--- src/rtl/pipelined_controller_pkg.sv ---
// rtl/pipelined_controller_pkg.sv - shared opcode, EXE and COND codes plus the control bundle type
package pipelined_controller_pkg;

  localparam logic [5:0] OP_ADD  = 6'd1;
  localparam logic [5:0] OP_SUB  = 6'd3;
  localparam logic [5:0] OP_AND  = 6'd5;
  localparam logic [5:0] OP_SLL  = 6'd9;
  localparam logic [5:0] OP_MULT = 6'd12;
  localparam logic [5:0] OP_ADDI = 6'd32;
  localparam logic [5:0] OP_LD   = 6'd36;
  localparam logic [5:0] OP_ST   = 6'd37;
  localparam logic [5:0] OP_BNE  = 6'd41;
  localparam logic [5:0] OP_JMP  = 6'd42;

  localparam logic [3:0] EXE_NO_OPERATION = 4'd0;
  localparam logic [3:0] EXE_ADD          = 4'd1;
  localparam logic [3:0] EXE_SUB          = 4'd2;
  localparam logic [3:0] EXE_AND          = 4'd3;
  localparam logic [3:0] EXE_SLL          = 4'd4;
  localparam logic [3:0] EXE_MULT         = 4'd5;

  localparam logic [1:0] COND_NONE = 2'd0;
  localparam logic [1:0] COND_JUMP = 2'd1;
  localparam logic [1:0] COND_BNE  = 2'd2;

  typedef enum logic {
    ST_RUN,
    ST_MULT_WAIT
  } state_t;

  typedef struct packed {
    logic [3:0] exe_cmd;
    logic       branch_en;
    logic       jump_en;
    logic       is_imm;
    logic       st_or_bne;
    logic       wb_en;
    logic       mem_r_en;
    logic       mem_w_en;
    logic [1:0] branch_command;
  } ctrl_t;

endpackage

--- src/rtl/pipelined_controller_op_decoder.sv ---
// rtl/pipelined_controller_op_decoder.sv - pure combinational opcode to control bundle decode
module op_decoder
  import pipelined_controller_pkg::*;
#(
  parameter int OP_W = 6
) (
  input  logic [OP_W-1:0] opcode,
  output ctrl_t           ctrl,
  output logic            is_mult
);

  // Unknown opcodes fall through to an all-zero bundle, which the caller treats as a NOP.
  always_comb begin
    ctrl    = '0;
    is_mult = 1'b0;
    case (opcode)
      OP_W'(OP_ADD): begin ctrl.exe_cmd = EXE_ADD; ctrl.wb_en = 1'b1; end
      OP_W'(OP_SUB): begin ctrl.exe_cmd = EXE_SUB; ctrl.wb_en = 1'b1; end
      OP_W'(OP_AND): begin ctrl.exe_cmd = EXE_AND; ctrl.wb_en = 1'b1; end
      OP_W'(OP_SLL): begin ctrl.exe_cmd = EXE_SLL; ctrl.wb_en = 1'b1; end
      OP_W'(OP_ADDI): begin
        ctrl.exe_cmd = EXE_ADD;
        ctrl.wb_en   = 1'b1;
        ctrl.is_imm  = 1'b1;
      end
      OP_W'(OP_LD): begin
        ctrl.exe_cmd   = EXE_ADD;
        ctrl.wb_en     = 1'b1;
        ctrl.is_imm    = 1'b1;
        ctrl.st_or_bne = 1'b1;
        ctrl.mem_r_en  = 1'b1;
      end
      OP_W'(OP_ST): begin
        ctrl.exe_cmd   = EXE_ADD;
        ctrl.is_imm    = 1'b1;
        ctrl.st_or_bne = 1'b1;
        ctrl.mem_w_en  = 1'b1;
      end
      OP_W'(OP_BNE): begin
        ctrl.exe_cmd        = EXE_NO_OPERATION;
        ctrl.is_imm         = 1'b1;
        ctrl.st_or_bne      = 1'b1;
        ctrl.branch_en      = 1'b1;
        ctrl.branch_command = COND_BNE;
      end
      OP_W'(OP_JMP): begin
        ctrl.exe_cmd        = EXE_NO_OPERATION;
        ctrl.is_imm         = 1'b1;
        ctrl.branch_en      = 1'b1;
        ctrl.jump_en        = 1'b1;
        ctrl.branch_command = COND_JUMP;
      end
      OP_W'(OP_MULT): begin
        ctrl.exe_cmd = EXE_MULT;
        is_mult      = 1'b1;
      end
      default: ;
    endcase
  end

endmodule

--- src/rtl/pipelined_controller.sv ---
// rtl/pipelined_controller.sv - registered decode stage with multi-cycle multiply stall FSM
module pipelined_controller
  import pipelined_controller_pkg::*;
#(
  parameter int OP_W     = 6,
  parameter int CMD_W    = 4,
  parameter int MULT_LAT = 4
) (
  input  logic             clk,
  input  logic             rst,
  input  logic             valid_in,
  input  logic [OP_W-1:0]  opCode,
  input  logic             hazard_detected,
  input  logic             flush,
  output logic [CMD_W-1:0] EXE_CMD,
  output logic             branchEn,
  output logic             jumpEnable,
  output logic             Is_Imm,
  output logic             ST_or_BNE,
  output logic             WB_EN,
  output logic             MEM_R_EN,
  output logic             MEM_W_EN,
  output logic [1:0]       Branch_command,
  output logic             valid_out,
  output logic             stall_out,
  output logic             mult_busy
);

  localparam logic [3:0] CNT_LOAD = 4'(MULT_LAT - 1);

  ctrl_t      dec_ctrl;
  logic       dec_is_mult;
  ctrl_t      ctrl_q, ctrl_nx;
  logic       valid_q, valid_nx;
  logic       busy_q;
  state_t     state_q, state_nx;
  logic [3:0] cnt_q, cnt_nx;

  op_decoder #(.OP_W(OP_W)) u_dec (
    .opcode  (opCode),
    .ctrl    (dec_ctrl),
    .is_mult (dec_is_mult)
  );

  always_ff @(posedge clk) begin
    if (rst) begin
      state_q <= ST_RUN;
      cnt_q   <= 4'd0;
      ctrl_q  <= '0;
      valid_q <= 1'b0;
      busy_q  <= 1'b0;
    end else begin
      state_q <= state_nx;
      cnt_q   <= cnt_nx;
      ctrl_q  <= ctrl_nx;
      valid_q <= valid_nx;
      busy_q  <= (state_nx == ST_MULT_WAIT);
    end
  end

  always_comb begin
    state_nx = state_q;
    cnt_nx   = cnt_q;
    ctrl_nx  = '0;
    valid_nx = 1'b0;
    if (flush) begin
      state_nx = ST_RUN;
      cnt_nx   = 4'd0;
    end else if (state_q == ST_MULT_WAIT) begin
      cnt_nx = cnt_q - 4'd1;
      // Last wait cycle: emit the multiply writeback beat on the way out.
      if (cnt_q <= 4'd1) begin
        state_nx        = ST_RUN;
        cnt_nx          = 4'd0;
        ctrl_nx.exe_cmd = EXE_MULT;
        ctrl_nx.wb_en   = 1'b1;
        valid_nx        = 1'b1;
      end
    end else if (valid_in && !hazard_detected) begin
      ctrl_nx  = dec_ctrl;
      valid_nx = 1'b1;
      if (dec_is_mult) begin
        state_nx = ST_MULT_WAIT;
        cnt_nx   = CNT_LOAD;
      end
    end
  end

  assign stall_out = !flush && (hazard_detected || (state_q == ST_MULT_WAIT));

  assign EXE_CMD        = CMD_W'(ctrl_q.exe_cmd);
  assign branchEn       = ctrl_q.branch_en;
  assign jumpEnable     = ctrl_q.jump_en;
  assign Is_Imm         = ctrl_q.is_imm;
  assign ST_or_BNE      = ctrl_q.st_or_bne;
  assign WB_EN          = ctrl_q.wb_en;
  assign MEM_R_EN       = ctrl_q.mem_r_en;
  assign MEM_W_EN       = ctrl_q.mem_w_en;
  assign Branch_command = ctrl_q.branch_command;
  assign valid_out      = valid_q;
  assign mult_busy      = busy_q;

endmodule

--- config.mk ---
export PLATFORM = sky130hd
export DESIGN_NAME = pipelined_controller
export DESIGN_NICKNAME = d
export VERILOG_FILES = /design/src/rtl/pipelined_controller_pkg.sv /design/src/rtl/pipelined_controller_op_decoder.sv /design/src/rtl/pipelined_controller.sv
export SDC_FILE = /design/constraint.sdc
export NUM_CORES = 1
export LEC_CHECK = 0
export CORE_AREA = 2 2 51 48
export DETAILED_ROUTE_END_ITERATION = 8
export DIE_AREA = 0 0 53 50
export PLACE_DENSITY_LB_ADDON = 0.15
export SLEW_MARGIN = 15
export SYNTH_ARGS = -nofsm -noshare
export SYNTH_HDL_FRONTEND = slang
export SYNTH_SLANG_ARGS = --single-unit
--- constraint.sdc ---
create_clock -name clk -period 1.9 [get_ports clk]
set_clock_uncertainty 0.1 [all_clocks]
set_input_delay 0.38 -clock clk [delete_from_list [all_inputs] [get_ports clk]]
set_output_delay 0.38 -clock clk [all_outputs]
set_load 0.1 [all_outputs]
==> results of run 1 <==
flip-flops by register name, indices dropped and copies added, names as in the netlist:
signal / cells
branchEn: 1
ST_or_BNE: 1
MEM_R_EN: 1
Branch_command: 1
MEM_W_EN: 1
EXE_CMD: 3
state_q: 1
WB_EN: 1
Is_Imm: 1
cnt_q: 4
jumpEnable: 1
valid_out: 1
layout make-up:
cell class                      instances  area [um^2]  share of cell area, %
Inverter                                7         26.3                   1.84
Timing Repair Buffer                   37          490                   34.4
Sequential cell                        17          344                   24.1
Tap cell                               27         33.8                   2.37
Multi-Input combinational cell         66          507                   35.5
Clock buffer                            4         26.3                   1.84
metal layers:
metal	share of wire [%]	vias to the layer above	routed length (um)
li1	-	433	-
met3	4.9	4	97
met5	0	-	0
met1	47	363	934
met4	1.8	0	36
met2	46	27	899
power breakdown:
group	internal (uW)	switching [uW]	leakage [uW]	total, uW
sequential	356	1.14	0.000138	357
clock	81.6	108	0.0000150	189
combinational	63.2	69.9	0.000393	133
worst max-delay path, cell delays in order:
cell,delay (ns)
clkdlybuf4s50_1,0.52
inv_1,0.10
a21oi_4,0.15
buf_12,0.18
cells in the final DEF, fill, tap and decap left out, types with 3 or more instances in the layout:
cell type,netlist,routed
buf_4,4,12
inv_1,6,6
o211ai_1,3,3
clkbuf_4,0,3
nor3b_1,5,5
dfxtp_1,17,16
nor2_1,5,5
a21oi_1,6,5
and3b_1,3,3
nand4_1,3,3
buf_12,0,15
clkdlybuf4s50_1,0,10
worst max path at each step:
stage                 to  slack, ns  cells after the start
2_1_floorplan  stall_out       0.05                      3
3_3_place_gp    cnt_q[2]      -0.02                      4
3_5_place_dp    cnt_q[2]      -0.04                      4
4_1_cts        stall_out       0.07                      4
5_1_grt        stall_out       0.03                      4
6_report       stall_out       0.08                      4
cell families (layout without fill, tap and decap cells):
| logic type | Yosys count | in the layout | share of synthesized area, % |
|---|---|---|---|
| AO/OA/AOI/OAI | 24 | 24 | 17.9 |
| XOR/XNOR | 2 | 2 | 1.90 |
| adder cells (fa/ha/maj) | 2 | 2 | 2.72 |
| buffers and inverters | 16 | 48 | 9.24 |
| flip-flops | 17 | 17 | 37.0 |
| other | 1 | 1 | 0.407 |
| AND/OR/NAND/NOR | 37 | 37 | 30.8 |
stage by stage:
step / setup slack [ns] / setup TNS (ns)
finish: 0.0821 / 0
global route: 0.0306 / 0
CTS: 0.0728 / 0
detailed placement: -0.0444 / -0.0727
global placement: -0.0166 / -0.0166
floorplan: 0.0514 / 0
==> impl_metrics.csv, run 1 <==
group,metric,value,unit
status,status,"completed",
finish,antenna_cells,0,
global_routing,met3_usage,3.33,%
synthesis,seq_area_frac_synth,37.0,%
global_routing,grtUsageMet2,27.1,%
synthesis,synth-edff-count,0,
global_routing,grt_pass1_vias,794,
synthesis,syn_nets,112,
sta,setup-violations-final,0,
synthesis,synth_area_leader_cell,"dfxtp_1",
placement,hpwlAfterDp,1.57,mm
worst_hold_path,min_from,"state_q",
detailed_routing,drc,0,
floorplanning,die-area,2650,um^2
floorplanning,core,2100,um^2
finish,fill_cells,184,
cts,root_buffer,"clkbuf_4",
cts,cts_hold_buf,0,
worst_setup_path,worstReg2RegEnd,"WB_EN",
global_routing,antenna_found_initial,0,
cts,clkTransAtPathRegs,0.09,ns
placement,placed_cell_area,1400,um^2
worst_setup_path,crit_path_start_kind,"input pin",
detailed_routing,drtPass1Iterations,4,
worst_hold_path,holdPathEnd,"cnt_q[1]",
finish,finalNetCount,145,
detailed_routing,wl,1.97,mm
worst_setup_path,path_class,"in2out",
synthesis,ys_warn_count,0,
worst_setup_path,critPathCaptureType,"output pin",
worst_setup_path,critPathRequiredTime,1.42,ns
synthesis,yosysTopAreaCellShare,37.0,%
cts,cts_resized,0,
floorplanning,initial_utilization,43.8,%
floorplanning,die_x,53,um
synthesis,synth-async-reset-ratio,0,%
worst_hold_path,min_path_type,"reg2reg",
power_and_ir_drop,irDropWorstVdd,0.294,mV
detailed_routing,via_count,827,
sta,holdWs,0.454,ns
synthesis,synth.ff_latch_count,17,
placement,dp_cells,154,
worst_setup_path,r2r_start,"cnt_q[1]",
power_and_ir_drop,finalPower,680,uW
global_routing,grt_max_degree,15,
sta,fmax,550,MHz
finish,stdcell_count,158,
worst_setup_path,r2r_slack,0.34,ns
sta,period_needed,1.82,ns
placement,io_buffers,25,
global_routing,grtUsageMet1,22.7,%
sta,hold_violations,0,
cts,cts_buffer_depth,2,
worst_hold_path,hold-path-cell-count,1,
power_and_ir_drop,powerDensity,476,nW/um^2
sta,maxSlewViolCount,0,
synthesis,netlist_instances,99,
synthesis,ys_top_cells_by_area,"dfxtp_1, nor3b_1, a21oi_1",
power_and_ir_drop,p_leak,0.000546,uW
global_routing,grt_pass1_wl,3.42,mm
worst_setup_path,worstPathArrival,1.34,ns
sta,rsz0062_at_grt,"false",
global_routing,grt_busiest_layer,"met2",
sta,finalCritPeriodShare,95.7,%
cts,insertion_delay,0.29,ns
synthesis,synthFlopType,"dfxtp_1",
detailed_routing,final_antenna_net_count,0,
detailed_routing,avgViaCountPerCell,5.23,
flow_run,drv_cap,0,
worst_setup_path,startpoint,"hazard_detected",
floorplanning,pin_count,27,
cts,clock-sinks,17,
synthesis,yosysMostFrequentCell,"dfxtp_1",
finish,drive_above_1_share,31.3,%
floorplanning,die_h,50,um
finish,design_area,1430,um^2
synthesis,synthTopCellsByCount,"dfxtp_1, a21oi_1, inv_1",
synthesis,avgSynthCellArea,9.30,um^2
placement,place_congestion,0.821,
worst_setup_path,reg2reg_depth,5,
synthesis,syn_area,921,um^2
cts,cts_tree,"yes",
synthesis,ys_types,45,
worst_setup_path,path_max_fanout,4,
detailed_routing,wl_per_cell,12.4,um
floorplanning,fp-row-count,16,
cts,numCtsBuffers,3,
global_routing,grt_usage,17.3,%
detailed_routing,drtIter0Drc,5,
finish,fin_util,67.9,%
cts,htree_levels,1,
finish,areaGrowthSynthToFinish,55.0,%
global_routing,grt_overflow,0,
cts,cts_setup_buffers,0,
No activity file was read; power rests on OpenSTA's default activity.
==> run 2, diff against run 1 <==
Settings changed: CORE_AREA 2 2 51 48 to 2 2 50 47, CTS_BUF_LIST set to sky130_fd_sc_hd__clkbuf_4 sky130_fd_sc_hd__clkbuf_8, DIE_AREA 0 0 53 50 to 0 0 52 49.
==> run 2 against run 1 <==
Against the previous run:
- clock power grew 7%
- sequential power is essentially flat
- die area shrank 3.8%
- global-route usage up 1.5 points
- via count is 2.4% higher
- maximum frequency fell by 0.19%
- worst setup slack lost 0.0034 ns
- first-iteration DRC count is 140% higher
- non-clock buffer count fell by 1
- core utilization rose by 1.1 points
- power up 1.9%
- highest routed layer is now met3
==> impl_metrics.csv, run 2 (synthesis results as in run 1) <==
group,metric,value,unit
sta,rsz0062_at_grt,"false",
global_routing,grt_usage,18.8,%
sta,finalCritPeriodShare,95.9,%
finish,largest_register,"cnt_q",
power_and_ir_drop,p_leak,0.000545,uW
worst_hold_path,hold-path-cell-count,1,
power_and_ir_drop,irDropWorstVdd,0.504,mV
cts,cts_setup_buffers,0,
cts,cts_hold_buf,0,
detailed_routing,wl,2.06,mm
power_and_ir_drop,finalPower,692,uW
worst_setup_path,path_max_fanout,4,
cts,cts_tree,"yes",
finish,largest_reg_flops,4,
cts,clock-sinks,17,
cts,numCtsBuffers,3,
power_and_ir_drop,powerDensity,486,nW/um^2
global_routing,grt_pass1_wl,3.63,mm
worst_setup_path,r2r_slack,0.37,ns
cts,cts_resized,0,
sta,period_needed,1.82,ns
cts,clkTransAtPathRegs,0.10,ns
floorplanning,die-area,2550,um^2
flow_run,drv_cap,0,
worst_setup_path,worstPathArrival,1.34,ns
cts,htree_levels,1,
global_routing,antenna_found_initial,0,
placement,hpwlAfterDp,1.61,mm
finish,fill_cells,156,
sta,hold_violations,0,
cts,cts_buffer_depth,2,
detailed_routing,final_antenna_net_count,0,
detailed_routing,avgViaCountPerCell,5.39,
finish,fin_util,69.1,%
placement,dp_slack,-0.0302,ns
worst_hold_path,min_from,"state_q",
worst_setup_path,path_class,"in2out",
placement,place_congestion,0.835,
floorplanning,pin_count,27,
detailed_routing,via_count,847,
floorplanning,core,2060,um^2
detailed_routing,drc,0,
floorplanning,die_h,49,um
worst_setup_path,crit_path_start_kind,"input pin",
worst_setup_path,reg2reg_depth,5,
sta,maxSlewViolCount,0,
floorplanning,die_x,52,um
sta,setup_ws,0.0788,ns
worst_setup_path,critPathRequiredTime,1.42,ns
cts,root_buffer,"clkbuf_4",
floorplanning,fp-row-count,16,
worst_setup_path,worstReg2RegEnd,"state_q",
finish,finalNetCount,144,
detailed_routing,drtIter0Drc,12,
worst_hold_path,holdPathEnd,"cnt_q[1]",
sta,setup-violations-final,0,
placement,io_buffers,25,
worst_hold_path,min_path_type,"reg2reg",
detailed_routing,drtPass1Iterations,4,
status,status,"completed",
finish,drive_above_1_share,31.5,%
floorplanning,initial_utilization,44.7,%
detailed_routing,wl_per_cell,13.1,um
global_routing,grt_max_degree,15,
finish,areaGrowthSynthToFinish,54.6,%
finish,mostFrequentLayoutCells,"dfxtp_1, buf_12, buf_4",
worst_setup_path,critPathCaptureType,"output pin",
sta,fmax,549,MHz
finish,antenna_cells,0,
worst_setup_path,r2r_start,"cnt_q[1]",
global_routing,grt_overflow,0,
global_routing,grt_pass1_vias,809,
finish,final_common_cell,"dfxtp_1",
cts,insertion_delay,0.28,ns
-- run 2: cell count changes in the layout (fill, tap and decap cells not counted) --
cell | previous run | this run
buf_4 | 12 | 11
clkbuf_1 | 1 | 0
clkbuf_4 | 3 | 4
-- run 2: how the worst max path moves through the flow --
stage	startpoint	endpoint	slack [ns]	cells past startpoint
after floorplan	state_q	stall_out	0.05	3
after global placement	opCode[1]	cnt_q[0]	-0.01	5
after detailed placement	opCode[1]	cnt_q[1]	-0.03	5
after CTS	hazard_detected	stall_out	0.07	4
after global routing	hazard_detected	stall_out	0.02	4
final	hazard_detected	stall_out	0.08	4
-- run 2: worst max-delay path, cell delays in order --
cell	delay, ns
clkdlybuf4s50_1	0.52
inv_1	0.10
a21oi_4	0.15
buf_12	0.19
-- run 2: through the flow --
stage,TNS [ns],hold WS [ns],instances,area [um^2]
after detailed placement,-0.0814,0.448,153,1390
after global placement,-0.0104,0.436,153,1390
after CTS,0,0.458,157,1420
after floorplan,0,0.445,99,936
final,0,0.459,157,1420
after global routing,0,0.482,157,1420
-- run 2: cell type report --
type	count	area, um^2	area share [%]
Multi-Input combinational cell	66	507	35.6
Timing Repair Buffer	36	483	33.9
Sequential cell	17	344	24.2
Tap cell	27	33.8	2.37
Clock buffer	4	30.0	2.11
Inverter	7	26.3	1.85
-- run 2: routing by layer --
layer | vias up | part of all wire, % | GRT usage, %
met1 | 393 | 44 | 23.7
met4 | 0 | 0 | 6.14
met3 | 0 | 5.6 | 4.60
met2 | 29 | 50 | 31.0
met5 | - | 0 | 0
li1 | 425 | - | -
-- run 2: power by group --
group | internal [uW] | total [uW] | switching, uW | leakage, uW
registers | 356 | 357 | 1.12 | 0.000138
clock network | 95.7 | 202 | 106 | 0.0000184
logic | 62.0 | 133 | 71.0 | 0.000388
==> run 3, diff against run 2 <==
Settings changed: ABC_AREA set to 1, CAP_MARGIN set to 20, CORE_AREA 2 2 50 47 to 2 2 49 47, DIE_AREA 0 0 52 49 to 0 0 51 49.
==> run 3 against run 2 <==
Against the previous run:
- flip-flop and latch count unchanged
- worst setup slack better by 0.015 ns
- cell count up 13%
- maximum frequency up 0.80%
- first-iteration DRC count unchanged
- non-clock buffer count down 11
- critical path type unchanged
==> impl_metrics.csv, run 3 <==
group,metric,value,unit
worst_setup_path,path_class,"in2out",
finish,fin_util,66.8,%
synthesis,yosysMostFrequentCell,"nand2_1",
floorplanning,core,2020,um^2
floorplanning,fp-row-count,16,
power_and_ir_drop,p_sw_share,26.2,%
sta,fin_setup_tns,0,ns
power_and_ir_drop,irDropWorstVdd,0.290,mV
cts,cts_tree,"yes",
synthesis,synth-compound-area-share,8.46,%
cts,insertion_delay,0.28,ns
floorplanning,die-area,2500,um^2
floorplanning,initial_utilization,43.9,%
global_routing,grt_overflow,0,
placement,place_congestion,0.878,
detailed_routing,via_count,837,
worst_setup_path,critPathRequiredTime,1.42,ns
power_and_ir_drop,combPwrFrac,15.9,%
detailed_routing,final_antenna_net_count,0,
synthesis,synth-async-reset-ratio,0,%
synthesis,synth_area_leader_cell,"dfxtp_1",
sta,setup-violations-final,0,
flow_run,drv_cap,0,
synthesis,avgSynthCellArea,7.15,um^2
finish,drive_above_1_share,32.5,%
global_routing,grt_usage,16.1,%
placement,hpwlAfterDp,1.50,mm
sta,holdWs,0.430,ns
detailed_routing,drc,0,
detailed_routing,drtPass1Iterations,4,
floorplanning,die_h,49,um
cts,root_buffer,"clkbuf_4",
cts,numCtsBuffers,3,
global_routing,grt_pass1_vias,772,
finish,antenna_cells,0,
worst_setup_path,r2r_start,"cnt_q[0]",
finish,finalNetCount,165,
finish,largest_reg_flops,4,
synthesis,netlist_instances,124,
power_and_ir_drop,p_clk_share,30.5,%
global_routing,grt_pass1_wl,3.10,mm
placement,placed_cell_area,1320,um^2
power_and_ir_drop,p_leak,0.000615,uW
detailed_routing,avgViaCountPerCell,4.70,
detailed_routing,wl_per_cell,9.96,um
floorplanning,pin_count,27,
synthesis,yosysTopAreaCellShare,38.4,%
synthesis,synth-adder-area-share,2.82,%
sta,hold_violations,0,
synthesis,synthTopCellsByCount,"nand2_1, dfxtp_1, inv_1, nor2_1, nand3_1",
cts,htree_levels,1,
sta,maxSlewViolCount,0,
sta,rsz0062_at_grt,"false",
power_and_ir_drop,powerDensity,492,nW/um^2
synthesis,synth.ff_latch_count,17,
floorplanning,die_x,51,um
power_and_ir_drop,switchingPower,175,uW
worst_hold_path,min_path_type,"reg2reg",
cts,cts_hold_buf,0,
synthesis,synth-edff-count,0,
sta,period_needed,1.81,ns
power_and_ir_drop,internal-power,491,uW
worst_setup_path,crit_path_start_kind,"input pin",
worst_setup_path,worstPathArrival,1.33,ns
worst_setup_path,startpoint,"hazard_detected",
cts,clock-sinks,17,
finish,design_area,1350,um^2
worst_setup_path,r2r_slack,0.39,ns
placement,io_buffers,25,
worst_setup_path,reg2reg_depth,9,
cts,cts_setup_buffers,0,
cts,clkTransAtPathRegs,0.10,ns
sta,fmax,553,MHz
synthesis,ys_types,23,
detailed_routing,wl,1.77,mm
finish,mostFrequentLayoutCells,"nand2_1, dfxtp_1, buf_12",
worst_setup_path,crit_slowest_cell,"clkdlybuf4s50_1",
detailed_routing,drtIter0Drc,12,
synthesis,yosys.area_share.xor_xnor,0,%
synthesis,syn_nets,137,
synthesis,synthSimpleGateAreaFrac,38.9,%
synthesis,syn_area,887,um^2
worst_setup_path,crit_chain,"clkdlybuf4s50_1, inv_1, a21oi_4, buf_12",
synthesis,synthFlopType,"dfxtp_1",
synthesis,synth_top_family_by_area,"simple AND/OR/NAND/NOR gates",
finish,areaGrowthSynthToFinish,52.3,%
global_routing,grt_max_degree,10,
worst_setup_path,slowest_delay,0.53,ns
sta,finalCritPeriodShare,95.1,%
worst_setup_path,path_max_fanout,2,
synthesis,seq_area_frac_synth,38.4,%
worst_setup_path,endpoint,"stall_out",
worst_setup_path,critPathCaptureType,"output pin",
cts,cts_buffer_depth,2,
synthesis,ys_warn_count,0,
power_and_ir_drop,power.share.sequential,53.7,%
worst_setup_path,worstReg2RegEnd,"cnt_q[1]",
finish,final_common_cell,"nand2_1",
cts,cts_resized,0,
synthesis,synthMuxAreaShare,0,%
finish,largest_register,"cnt_q",
status,status,"completed",
global_routing,antenna_found_initial,0,
synthesis,ys_top_cells_by_area,"dfxtp_1, nand2_1, nor2_2",
-- run 3: worst max-delay path: cells and delay by family --
| kind | cells | cell delay (ns) |
|---|---|---|
| buffers and inverters | 3 | 0.81 |
| AO/OA/AOI/OAI | 1 | 0.14 |
-- run 3: per-stage QoR --
step	total power (uW)	instances	setup slack [ns]
floorplan	426	124	0.0638
global placement	468	174	0.112
detailed placement	470	174	0.0889
CTS	666	178	0.0868
global route	686	178	0.0658
finish	665	178	0.0933
-- run 3: cell type report --
cell class | count | area (um^2)
multi-input combinational | 83 | 460
timing repair buffer | 25 | 400
clock buffer | 4 | 30.0
sequential | 17 | 344
fill | 176 | 671
tap | 27 | 33.8
inverter | 22 | 82.6
-- run 3: cells by family after synthesis --
kind of cell               count (synthesis)
AOI/OAI and AO/OA                         12
adders and majority gates                  2
buffers and inverters                     24
DFF                                       17
other                                      1
and+or+nand+nor                           68
-- run 3: worst min-delay path by stage --
stage / from / to / slack, ns / cells after the start
floorplan: opCode[0] / MEM_R_EN / 0.35 / 1
global placement: cnt_q[1] / cnt_q[1] / 0.41 / 2
detailed placement: cnt_q[1] / cnt_q[1] / 0.42 / 2
CTS: cnt_q[1] / cnt_q[1] / 0.43 / 2
global route: cnt_q[3] / cnt_q[3] / 0.48 / 2
finish: cnt_q[1] / cnt_q[1] / 0.43 / 2
-- run 3: routing by layer --
layer  track usage [%]  wire length [um]
met1              20.7               821
met3              2.45                77
met2              25.1               813
met4              9.91                59
met5                 0                 0
-- run 3: power groups by stage --
stage | logic (uW) | clock network (uW) | registers (uW)
detailed placement | 105 | 0 | 365
finish | 105 | 203 | 357
global placement | 103 | 0 | 365
floorplan | 52.1 | 0 | 374
CTS | 105 | 203 | 357
global route | 113 | 216 | 357
